**config.mk**
```make
export PLATFORM = sky130hd
export DESIGN_NAME = mps_dmem_responder_flat
export DESIGN_NICKNAME = d
export VERILOG_FILES = /design/src/rtl/mps_dmem_responder_pkg.sv /design/src/rtl/mps_dmem_if.sv /design/src/rtl/mps_dmem_array.sv /design/src/rtl/mps_dmem_responder.sv /design/src/flat_wrapper.sv
export VERILOG_INCLUDE_DIRS = /design/src /design/src/rtl
export SDC_FILE = /design/constraint.sdc
export NUM_CORES = 2
export LEC_CHECK = 0
export CORE_MARGIN = 2
export CORE_UTILIZATION = 40
export DETAILED_ROUTE_END_ITERATION = 10
export GPL_TIMING_DRIVEN = 0
export PLACE_DENSITY_LB_ADDON = 0.1
export SYNTH_ARGS = -nofsm -noshare
export SYNTH_HDL_FRONTEND = slang
export SYNTH_HIERARCHICAL = 1
export SYNTH_SLANG_ARGS = --single-unit
```
**constraint.sdc**
```tcl
create_clock -name clock -period 4.35 [get_ports clock]
set_input_delay 0.87 -clock clock [delete_from_list [all_inputs] [get_ports clock]]
set_output_delay 0.87 -clock clock [all_outputs]
set_load 0.05 [all_outputs]
```
**src/rtl/config.inc.v**
```verilog
// ============================================================================
//  config.inc.v
//  Shared width, default and state-encoding definitions for the data-memory
//  responder. Guarded so it can be included from every file of the slice.
//  Revision: 1.0 - initial release
// ============================================================================
`default_nettype none

`ifndef MPS_DMEM_CONFIG_INC_V
`define MPS_DMEM_CONFIG_INC_V

`define DMEM_ADDR_WIDTH           8
`define DMEM_DATA_WIDTH           16

`define DMEM_WAIT_STATES_DEFAULT  1
`define DMEM_DEPTH_DEFAULT        (2**`DMEM_ADDR_WIDTH)

`define DMEM_STATE_WIDTH          2
`define DMEM_STATE_IDLE           2'd0
`define DMEM_STATE_BUSY           2'd1
`define DMEM_STATE_DONE           2'd2

`endif

`default_nettype wire

```
**src/rtl/mps_dmem_responder_pkg.sv**
```systemverilog
// ============================================================================
//  mps_dmem_responder_pkg
//  Types, constants and helpers shared by the data-memory responder slice.
//  Optional feature macro: DMEM_CYCLE_COUNTER_EN (cycle counter at top addr).
//  Revision: 1.0 - initial release
// ============================================================================
`include "config.inc.v"
`default_nettype none

package mps_dmem_responder_pkg;

    localparam int unsigned C_ADDR_W              = `DMEM_ADDR_WIDTH;
    localparam int unsigned C_DATA_W              = `DMEM_DATA_WIDTH;
    localparam int unsigned C_WAIT_W              = 3;
    localparam int unsigned C_STATE_W             = `DMEM_STATE_WIDTH;
    localparam int unsigned C_WAIT_STATES_DEFAULT = `DMEM_WAIT_STATES_DEFAULT;
    localparam int unsigned C_DEPTH_DEFAULT       = `DMEM_DEPTH_DEFAULT;

    typedef logic [C_ADDR_W-1:0] dmem_addr_t;
    typedef logic [C_DATA_W-1:0] dmem_data_t;
    typedef logic [C_WAIT_W-1:0] dmem_wait_t;

    typedef enum logic [C_STATE_W-1:0] {
        ST_IDLE = `DMEM_STATE_IDLE,
        ST_BUSY = `DMEM_STATE_BUSY,
        ST_DONE = `DMEM_STATE_DONE
    } dmem_state_t;

`ifdef DMEM_CYCLE_COUNTER_EN
    // The counter lives at the very last address of the address space.
    localparam dmem_addr_t C_CTR_ADDR = '1;
`endif

    // True when a word address maps onto an implemented storage word.
    function automatic logic addr_in_range(input dmem_addr_t addr,
                                           input int unsigned depth);
        return (32'(addr) < depth);
    endfunction

endpackage

`default_nettype wire

```
**src/rtl/mps_dmem_if.sv**
```systemverilog
// ============================================================================
//  mps_dmem_if
//  CPU <-> data-memory request/response bundle. The CPU side is the master;
//  the responder is the slave.
//  Revision: 1.0 - initial release
// ============================================================================
`include "config.inc.v"
`default_nettype none

interface mps_dmem_if;
    import mps_dmem_responder_pkg::*;

    logic       dmem_req;
    dmem_addr_t dmem_addr;
    logic       dmem_wenable;
    dmem_data_t dmem_wvalue;
    dmem_data_t dmem_rvalue;
    logic       dmem_ready;

    modport master (
        output dmem_req,
        output dmem_addr,
        output dmem_wenable,
        output dmem_wvalue,
        input  dmem_rvalue,
        input  dmem_ready
    );

    modport slave (
        input  dmem_req,
        input  dmem_addr,
        input  dmem_wenable,
        input  dmem_wvalue,
        output dmem_rvalue,
        output dmem_ready
    );

endinterface

`default_nettype wire

```
**src/rtl/mps_dmem_array.sv**
```systemverilog
// ============================================================================
//  mps_dmem_array
//  DEPTH-word storage with one synchronous write port and one registered read
//  port. Out-of-range writes are dropped, out-of-range reads load zero.
//  Storage contents are deliberately not reset.
//  Revision: 1.0 - initial release
// ============================================================================
`include "config.inc.v"
`default_nettype none

module mps_dmem_array
    import mps_dmem_responder_pkg::*;
#(
    parameter int unsigned DEPTH = C_DEPTH_DEFAULT
) (
    input  wire logic clk,
    input  wire logic rst,
    input  wire logic       i_wr_en,
    input  dmem_addr_t      i_wr_addr,
    input  dmem_data_t      i_wr_data,
    input  wire logic       i_rd_en,
    input  dmem_addr_t      i_rd_addr,
    output dmem_data_t      o_rd_data
);

    localparam int unsigned c_idx_w = (DEPTH > 1) ? $clog2(DEPTH) : 1;

    dmem_data_t         r_mem [DEPTH];
    dmem_data_t         r_rd_data;

    logic [c_idx_w-1:0] w_wr_idx;
    logic [c_idx_w-1:0] w_rd_idx;
    logic               w_wr_ok;
    logic               w_rd_ok;

    assign w_wr_idx  = i_wr_addr[c_idx_w-1:0];
    assign w_rd_idx  = i_rd_addr[c_idx_w-1:0];
    assign w_wr_ok   = addr_in_range(i_wr_addr, DEPTH);
    assign w_rd_ok   = addr_in_range(i_rd_addr, DEPTH);
    assign o_rd_data = r_rd_data;

    // Storage write; no reset so contents survive a reset pulse.
    always_ff @(posedge clk) begin
        if (i_wr_en && w_wr_ok) begin
            r_mem[w_wr_idx] <= i_wr_data;
        end
    end

    // Registered read port; holds its value between read strobes.
    always_ff @(posedge clk or posedge rst) begin
        if (rst) begin
            r_rd_data <= '0;
        end else if (i_rd_en) begin
            r_rd_data <= w_rd_ok ? r_mem[w_rd_idx] : '0;
        end
    end

endmodule

`default_nettype wire

```
**src/rtl/mps_dmem_responder.sv**
```systemverilog
// ============================================================================
//  mps_dmem_responder
//  Data-memory responder: accepts one CPU request in IDLE, waits WAIT_STATES
//  cycles in BUSY, completes in DONE with a one-cycle dmem_ready pulse.
//  Optional feature macro: DMEM_CYCLE_COUNTER_EN adds a free-running cycle
//  counter mapped at the top word address.
//  Revision: 1.0 - initial release
// ============================================================================
`include "config.inc.v"
`default_nettype none

module mps_dmem_responder
    import mps_dmem_responder_pkg::*;
#(
    parameter int unsigned WAIT_STATES = C_WAIT_STATES_DEFAULT,
    parameter int unsigned DEPTH       = C_DEPTH_DEFAULT
) (
    input  wire logic clock,
    input  wire logic reset,
    mps_dmem_if.slave bus
);

    // Value loaded into the wait counter when BUSY is entered.
    localparam dmem_wait_t c_wait_load =
        (WAIT_STATES > 0) ? dmem_wait_t'(WAIT_STATES - 1) : '0;

    dmem_state_t r_state;
    dmem_state_t w_state_nxt;
    logic        w_accept;
    logic        w_enter_done;

    dmem_wait_t  r_wait_cnt;
    dmem_addr_t  r_addr;
    logic        r_wen;
    dmem_data_t  r_wdata;

    dmem_addr_t  w_op_addr;
    logic        w_op_wen;
    dmem_data_t  w_op_wdata;

    logic        w_arr_wr_en;
    logic        w_arr_rd_en;
    dmem_data_t  w_arr_rd_data;

    // State register.
    always_ff @(posedge clock or posedge reset) begin
        if (reset) begin
            r_state <= ST_IDLE;
        end else begin
            r_state <= w_state_nxt;
        end
    end

    // Next-state logic; requests are only looked at in IDLE.
    always_comb begin
        w_state_nxt = r_state;
        w_accept    = 1'b0;
        case (r_state)
            ST_IDLE: begin
                if (bus.dmem_req) begin
                    w_accept    = 1'b1;
                    w_state_nxt = (WAIT_STATES > 0) ? ST_BUSY : ST_DONE;
                end
            end
            ST_BUSY: begin
                if (r_wait_cnt == '0) begin
                    w_state_nxt = ST_DONE;
                end
            end
            ST_DONE: begin
                w_state_nxt = ST_IDLE;
            end
            default: begin
                w_state_nxt = ST_IDLE;
            end
        endcase
    end

    assign w_enter_done = (w_state_nxt == ST_DONE) && (r_state != ST_DONE);

    // Wait counter: loaded on accept, counts down while in BUSY.
    always_ff @(posedge clock or posedge reset) begin
        if (reset) begin
            r_wait_cnt <= '0;
        end else if (w_accept) begin
            r_wait_cnt <= c_wait_load;
        end else if ((r_state == ST_BUSY) && (r_wait_cnt != '0)) begin
            r_wait_cnt <= r_wait_cnt - 1'b1;
        end
    end

    // Request capture so later bus activity cannot disturb the transaction.
    always_ff @(posedge clock or posedge reset) begin
        if (reset) begin
            r_addr  <= '0;
            r_wen   <= 1'b0;
            r_wdata <= '0;
        end else if (w_accept) begin
            r_addr  <= bus.dmem_addr;
            r_wen   <= bus.dmem_wenable;
            r_wdata <= bus.dmem_wvalue;
        end
    end

    // With zero wait states the accept and completion share one edge, so the
    // live bus values are the operands; otherwise the captured copies are.
    assign w_op_addr  = (r_state == ST_IDLE) ? bus.dmem_addr     : r_addr;
    assign w_op_wen   = (r_state == ST_IDLE) ? bus.dmem_wenable  : r_wen;
    assign w_op_wdata = (r_state == ST_IDLE) ? bus.dmem_wvalue   : r_wdata;

    assign bus.dmem_ready = (r_state == ST_DONE);

`ifdef DMEM_CYCLE_COUNTER_EN
    dmem_data_t r_cycle_cnt;
    dmem_data_t r_ctr_snap;
    logic       r_rd_ctr_sel;
    logic       w_ctr_hit;

    assign w_ctr_hit   = (w_op_addr == C_CTR_ADDR);
    assign w_arr_wr_en = w_enter_done &&  w_op_wen && !w_ctr_hit;
    assign w_arr_rd_en = w_enter_done && !w_op_wen && !w_ctr_hit;

    // Free-running cycle counter; a write to its address clears it.
    always_ff @(posedge clock or posedge reset) begin
        if (reset) begin
            r_cycle_cnt <= '0;
        end else if (w_enter_done && w_op_wen && w_ctr_hit) begin
            r_cycle_cnt <= '0;
        end else begin
            r_cycle_cnt <= r_cycle_cnt + 1'b1;
        end
    end

    // Counter read snapshot: the value the counter takes at the completing
    // edge, i.e. the number of edges since it was last cleared.
    always_ff @(posedge clock or posedge reset) begin
        if (reset) begin
            r_rd_ctr_sel <= 1'b0;
            r_ctr_snap   <= '0;
        end else if (w_enter_done && !w_op_wen) begin
            r_rd_ctr_sel <= w_ctr_hit;
            if (w_ctr_hit) begin
                r_ctr_snap <= r_cycle_cnt + 1'b1;
            end
        end
    end

    assign bus.dmem_rvalue = r_rd_ctr_sel ? r_ctr_snap : w_arr_rd_data;
`else
    assign w_arr_wr_en     = w_enter_done &&  w_op_wen;
    assign w_arr_rd_en     = w_enter_done && !w_op_wen;
    assign bus.dmem_rvalue = w_arr_rd_data;
`endif

    mps_dmem_array #(
        .DEPTH (DEPTH)
    ) u_array (
        .clk       (clock),
        .rst       (reset),
        .i_wr_en   (w_arr_wr_en),
        .i_wr_addr (w_op_addr),
        .i_wr_data (w_op_wdata),
        .i_rd_en   (w_arr_rd_en),
        .i_rd_addr (w_op_addr),
        .o_rd_data (w_arr_rd_data)
    );

endmodule

`default_nettype wire

```
**src/flat_wrapper.sv**
```systemverilog
// flat-port wrapper written by rule: the top's interface ports become plain ports
module mps_dmem_responder_flat import mps_dmem_responder_pkg::*;
#(
    parameter int unsigned WAIT_STATES = C_WAIT_STATES_DEFAULT,
    parameter int unsigned DEPTH       = C_DEPTH_DEFAULT
)
  (clock, reset, bus_dmem_req, bus_dmem_addr, bus_dmem_wenable, bus_dmem_wvalue, bus_dmem_rvalue, bus_dmem_ready);
  mps_dmem_if bus_i ();
  input  wire logic clock;
  input  wire logic reset;
  input wire logic [$bits(bus_i.dmem_req)-1:0] bus_dmem_req;
  input wire logic [$bits(bus_i.dmem_addr)-1:0] bus_dmem_addr;
  input wire logic [$bits(bus_i.dmem_wenable)-1:0] bus_dmem_wenable;
  input wire logic [$bits(bus_i.dmem_wvalue)-1:0] bus_dmem_wvalue;
  output wire logic [$bits(bus_i.dmem_rvalue)-1:0] bus_dmem_rvalue;
  output wire logic [$bits(bus_i.dmem_ready)-1:0] bus_dmem_ready;
  assign bus_i.dmem_req = bus_dmem_req;
  assign bus_i.dmem_addr = bus_dmem_addr;
  assign bus_i.dmem_wenable = bus_dmem_wenable;
  assign bus_i.dmem_wvalue = bus_dmem_wvalue;
  assign bus_dmem_rvalue = bus_i.dmem_rvalue;
  assign bus_dmem_ready = bus_i.dmem_ready;
  mps_dmem_responder #(.WAIT_STATES(WAIT_STATES), .DEPTH(DEPTH)) u_core (.clock(clock), .reset(reset), .bus(bus_i));
endmodule
```
Word-level counts from Yosys, hierarchy flattened
Memories as Yosys holds them, arrays and structs flattened. A register that Yosys moved wholly into a read port is not among the register bits.
Index checks and enable logic that the tools add are counted.
- register bits after elaboration: 30
- output and inout port bits: 17
- input port bits: 28
- memories kept: 1
- bits in writable memories: 4096
- logic and storage cells: 32
- memory list (name ; words ; bits a word ; read ports ; clocked after Yosys merged registers in ; wr ports ; line ; text):
    u_core.u_array.r_mem ; 256 ; 16 ; 1 ; 1 ; 1 ; mps_dmem_array.sv:28 ; dmem_data_t r_mem [DEPTH];
- muxes and demuxes: 12
- eq/ne operators: 4
- $add $sub $neg: 1
- reduce and logical (&&, ||, !) cells: 9
- operator list (kind ; count):
    $mux W16 ; 1
    $mux W8 ; 1
    $mux W3 ; 2
    $mux W1 ; 5
    $eq A2 B2 Y1 const B ; 2
    $logic_and A1 B1 Y1 ; 4
    $mux W2 ; 2
    $pmux W2 S2 ; 1
    $logic_not A3 Y1 ; 1
    $reduce_bool A3 Y1 ; 1
    $sub A3 B1 Y3 const B ; 1
    $eq A2 B1 Y1 const B ; 1
    $logic_not A2 Y1 ; 1
    $ne A2 B2 Y1 const B ; 1
    $reduce_bool A2 Y1 ; 1
    $logic_not A1 Y1 ; 1

Logic depth before layout (Yosys ltp)
- word-level depth: 8
- depth in mapped cells: 16

Modules after synthesis
The synthesis kept the hierarchy.
- by module, submodules not included (module ; area an instance (µm²) ; cells each ; times used ; sequential area each (µm²)):
    mps_dmem_array ; 159444.2 ; 7473 ; 1 ; 123398.3
    mps_dmem_responder ; 1534.0 ; 108 ; 1 ; 750.7

Worst setup path after synthesis
Ideal clock, no wire load.
- kind: flip-flop to flip-flop
- start: reg u_core.r_state[1]
- end: mem u_core/u_array/r_mem[103][0] in the netlist's numbering, enable pin
- path slack: 0.984 ns
- arrival time: 2.978 ns
- required time: 3.962 ns
- cell stages (with the launch flop): 11
- period minus slack after synthesis: 3.366 ns
- library setup time: 0.388 ns
- buffers on the path: 5
- cells stage by stage: dfrtp_1 -> buf_6 -> nor2_2 -> buf_4 -> mux2_2 -> clkbuf_1 -> nor2b_1 -> clkbuf_1 -> nand4_1 -> clkbuf_1 -> nor2_1
- elaborated cells on any way between the ends: 13
- those cells by class: eq/ne: 3; mux: 7; reduce/logical: 3
- RTL lines (item ; line ; text):
    start, declared ; mps_dmem_responder.sv:27 ; dmem_state_t r_state;
    start signal, assigned ; mps_dmem_responder.sv:50 ; r_state <= w_state_nxt;
    $logic_not A2 Y1 ; mps_dmem_responder.sv:107 ; assign w_op_addr = (r_state == ST_IDLE) ? bus.dmem_addr : r_addr;
    $mux W8 ; mps_dmem_responder.sv:107 ;
    named net u_core.w_op_addr[3] ; mps_dmem_responder.sv:37 ; dmem_addr_t w_op_addr;
    end, declared ; mps_dmem_array.sv:28 ;
The timed path passes the listed nets, and every way through them passes these cells.

Worst setup path after layout
- start: reg u_core.r_state[1]
- end: reg u_core.u_array.r_rd_data[7], in the netlist u_core/u_array/o_rd_data[7], read port of u_core.u_array.r_mem
- elaborated cells on any way between the ends: 12
- those cells by class: eq/ne: 3; mux: 5; reduce/logical: 4
- RTL lines (item ; line ; text):
    $logic_not A2 Y1 ; mps_dmem_responder.sv:107 ;
    $mux W8 ; mps_dmem_responder.sv:107 ;
    named net u_core.w_op_addr[2] ; mps_dmem_responder.sv:37 ;
    end, declared ; mps_dmem_array.sv:29 ; dmem_data_t r_rd_data;
The timed path passes the listed nets, and every way through them passes these cells.
A chain may end at the register's enable or synchronous reset.

==> key figures <==
STA
  – Tcrit/Tclk final: 1.067
  – Max-Slew Margin vs Limit: -0.03134
  – Setup WS post-layout: -0.2900 ns
  – Final setup skew: 0.07083 ns
  – Worst slew pin tran: 1.547 ns
  – WHS: 0.1157 ns
  – Setup_tns: -23.41 ns
  – RSZ-0062 raised after global routing: true
  – Fmax: 215.5 MHz
  – Endpoints failing hold: 0
  – Tmin final: 4.640 ns
  – Final Setup Violations: 348
  – Final max-slew violation count: 11

Yosys
  – Post-synthesis async set-or-reset flop share: 0.01111
  – Number of synthesized register bits: 4,142
  – Top cells by area, synth: edfxtp_1 (76%), mux4_2 (9.5%), mux2i_1 (3.8%)
  – Syn. warnings: 6
  – Most instantiated library cell after synthesis: edfxtp_1
  – Syn Std Cell Area: 161,000 µm²
  – Syn Inst Count: 7,581
  – Biggest area consumer among synthesized cells: edfxtp_1
  – Syn_nets: 7,611
  – Synth cell types: 76
  – Synth top cells by count: edfxtp_1 (4,096), mux4_2 (677), mux2i_1 (615), nor2_1 (324), o22ai_1 (168)
  – EDFF count, synth: 4,096
  – Primary FF master, synth: edfxtp_1
  – Post-synthesis sequential area ratio: 0.7712
  – Syn avg cell area: 21.23 µm²
  – Post-synth top area share: 0.7641

Die
  – FP Rows: 232
  – Die area: 407,500 µm²
  – Die extent in x: 638.4 µm
  – Die H: 638.4 µm
  – IO Pins: 45
  – Core area: 400,000 µm²
  – Initial core utilization: 0.4024

Pwr
  – Power per cell area: 830.2 nW/µm²
  – Leak Pwr: 63.04 nW
  – VDD IR-drop max: 0.7089 mV
  – Pwr Total: 162.9 mW

Finish
  – Share of cells above drive strength 1: 0.3123
  – Synth-to-layout area growth: 21.89%
  – # fillers: 32,200
  – Fin cells: 14,270
  – Final #Nets: 8,620
  – Final instance area: 196,200 µm²

Routing
  – Antenna-violating nets left: 0
  – Average routed wire per standard cell: 50.46 µm
  – DR vias: 94,240
  – DRC: 0
  – Vias/cell: 6.604
  – DRT Pass-1 Iters: 7
  – Iteration-0 DRC Markers: 18,360
  – WL final: 720.0 mm

Setup path
  – Critical path's top delay family: buffers and inverters
  – Crit path arrival time: 5.63 ns
  – CP max-delay cell: nand4_1
  – Crit-path cells: buf_6 -> nor2_4 -> buf_12 -> mux2_4 -> buf_6 -> buf_4 -> buf_4 -> nor2b_4 -> clkbuf_4 -> clkbuf_8 -> a211oi_2 -> a22oi_2 -> nand4_1 -> o221ai_2
  – Startpoint class of the critical path: register
  – Reg2reg setup slack: -0.29 ns
  – CP Buf/Inv Count: 7
  – WS Path Type: reg2reg
  – CP endpoint kind: register
  – WP data required: 5.34 ns
  – Crit path max fanout: 10
  – CP max stage delay: 0.57 ns

Placed design
  – Placer Congestion: 1.037
  – Detail Placement HPWL: 473.9 mm
  – Port Buffers: 44
  – DP Cell Count: 13,110
  – Placed inst area: 174,200 µm²

GRT
  – Largest net degree at the start of global routing: 157
  – First-pass GRT wire length: 903.4 mm
  – Vias in the first global route: 86,910
  – Grt total ovfl: 0
  – Gr usage total: 0.3469
  – Initial antenna violation count: 74

Hold path
  – Hold WC Path Type: in2async

Run status
  – Status: finished with violations
  – Violated checks: max-capacitance violations, max-slew violations, negative setup slack

Clocking
  – Clock Latency Late Sink: 1.08 ns
  – Sink Count: 4,142
  – Clock root cell: clkbuf_16
  – CTS buffer count: 441
  – Max clock buf depth: 4
  – CTS tree: yes
  – Clock transition at the registers of the reported paths: 0.06 ns
  – H-tree levels: 5
  – Cts hold-fix bufs: 0

Flow run
  – Max Cap Viol: 1
-- state kept, by name, indices dropped and copies added (netlist names) --
signal and flops:
u_core/r_addr 8, u_core/u_array/r_mem 4096, u_core/r_wait_cnt 3, u_core/u_array/o_rd_data 16, u_core/r_wen 1, u_core/r_wdata 16
u_core/r_state 2
-- logic make-up after synthesis --
family,share of synthesized area
flops,0.7712
compound gates,0.03768
simple gates,0.01897
buf+inv,0.02302
mux,0.1490
fa+ha+maj,0.0001554
-- cell usage in the layout, fill, tap and decap left out, drive strengths merged, types with 102 or more instances in the layout --
cell,synthesis,layout
edfxtp,4096,4096
o22ai,170,170
mux4,736,736
a22oi,133,133
nor2,326,326
mux2i,615,615
nand2,108,108
clkbuf,171,687
a21oi,102,102
clkinv,1,196
o221ai,120,120
buf,283,827
-- cell type report --
class / instances / area [µm²] / share of cell area
Sequential cell: 4142 / 124100 / 0.6327
Multi-Input combinational cell: 2958 / 36140 / 0.1842
Clock buffer: 535 / 11490 / 0.05858
Timing Repair Buffer: 571 / 8790 / 0.04480
Tap cell: 5265 / 6588 / 0.03357
Buffer: 454 / 6013 / 0.03065
Clock inverter: 271 / 2821 / 0.01438
Antenna cell: 51 / 127.6 / 0.0006504
Inverter: 22 / 85.08 / 0.0004336
-- metal layers --
metal | GRT usage | up-vias | wire length [µm]
met5 | 0.003309 | - | 562
met4 | 0.2298 | 20 | 57300
met3 | 0.1221 | 1542 | 95750
met2 | 0.4970 | 7464 | 307300
met1 | 0.4455 | 51060 | 259100
li1 | - | 34150 | -
-- what timing repair did --
| action | in CTS | in global routing |
|---|---|---|
| setup endpoints to repair | 3809 | 837 |
| setup buffers | 178 | 124 |
| gates cloned | 0 | 4 |
| gates resized for setup | 749 | 209 |
| pin swaps | 118 | 44 |
-- where the power goes --
part	switching, mW	internal, mW
Clock	16.2	21.8
Combinational	51.7	21.4
Sequential	0.289	51.6
-- path summary, 6_finish.rpt --
kind / from / end / cells past startpoint
max: u_core/r_state[1] / u_core/u_array/o_rd_data[7] / 14
min: reset / u_core/r_addr[6] / 2
max reg2reg: u_core/r_state[1] / u_core/u_array/o_rd_data[7] / 14
min reg2reg: u_core/r_addr[7] / u_core/r_addr[7] / 1
max in group asynchronous: reset / u_core/u_array/o_rd_data[14] / 2
min in group clock: bus_dmem_addr[3] / u_core/r_addr[3] / 2
-- per-stage QoR --
stage / setup WS (ns) / utilization
floorplan: 0.9838 / -
CTS: -0.3010 / 0.4848
finish: -0.2900 / 0.4905
global placement: -4.078 / 0.4200
detailed placement: -3.307 / 0.4355
global route: -0.2485 / 0.4902
No activity file was read; power rests on OpenSTA's default activity.
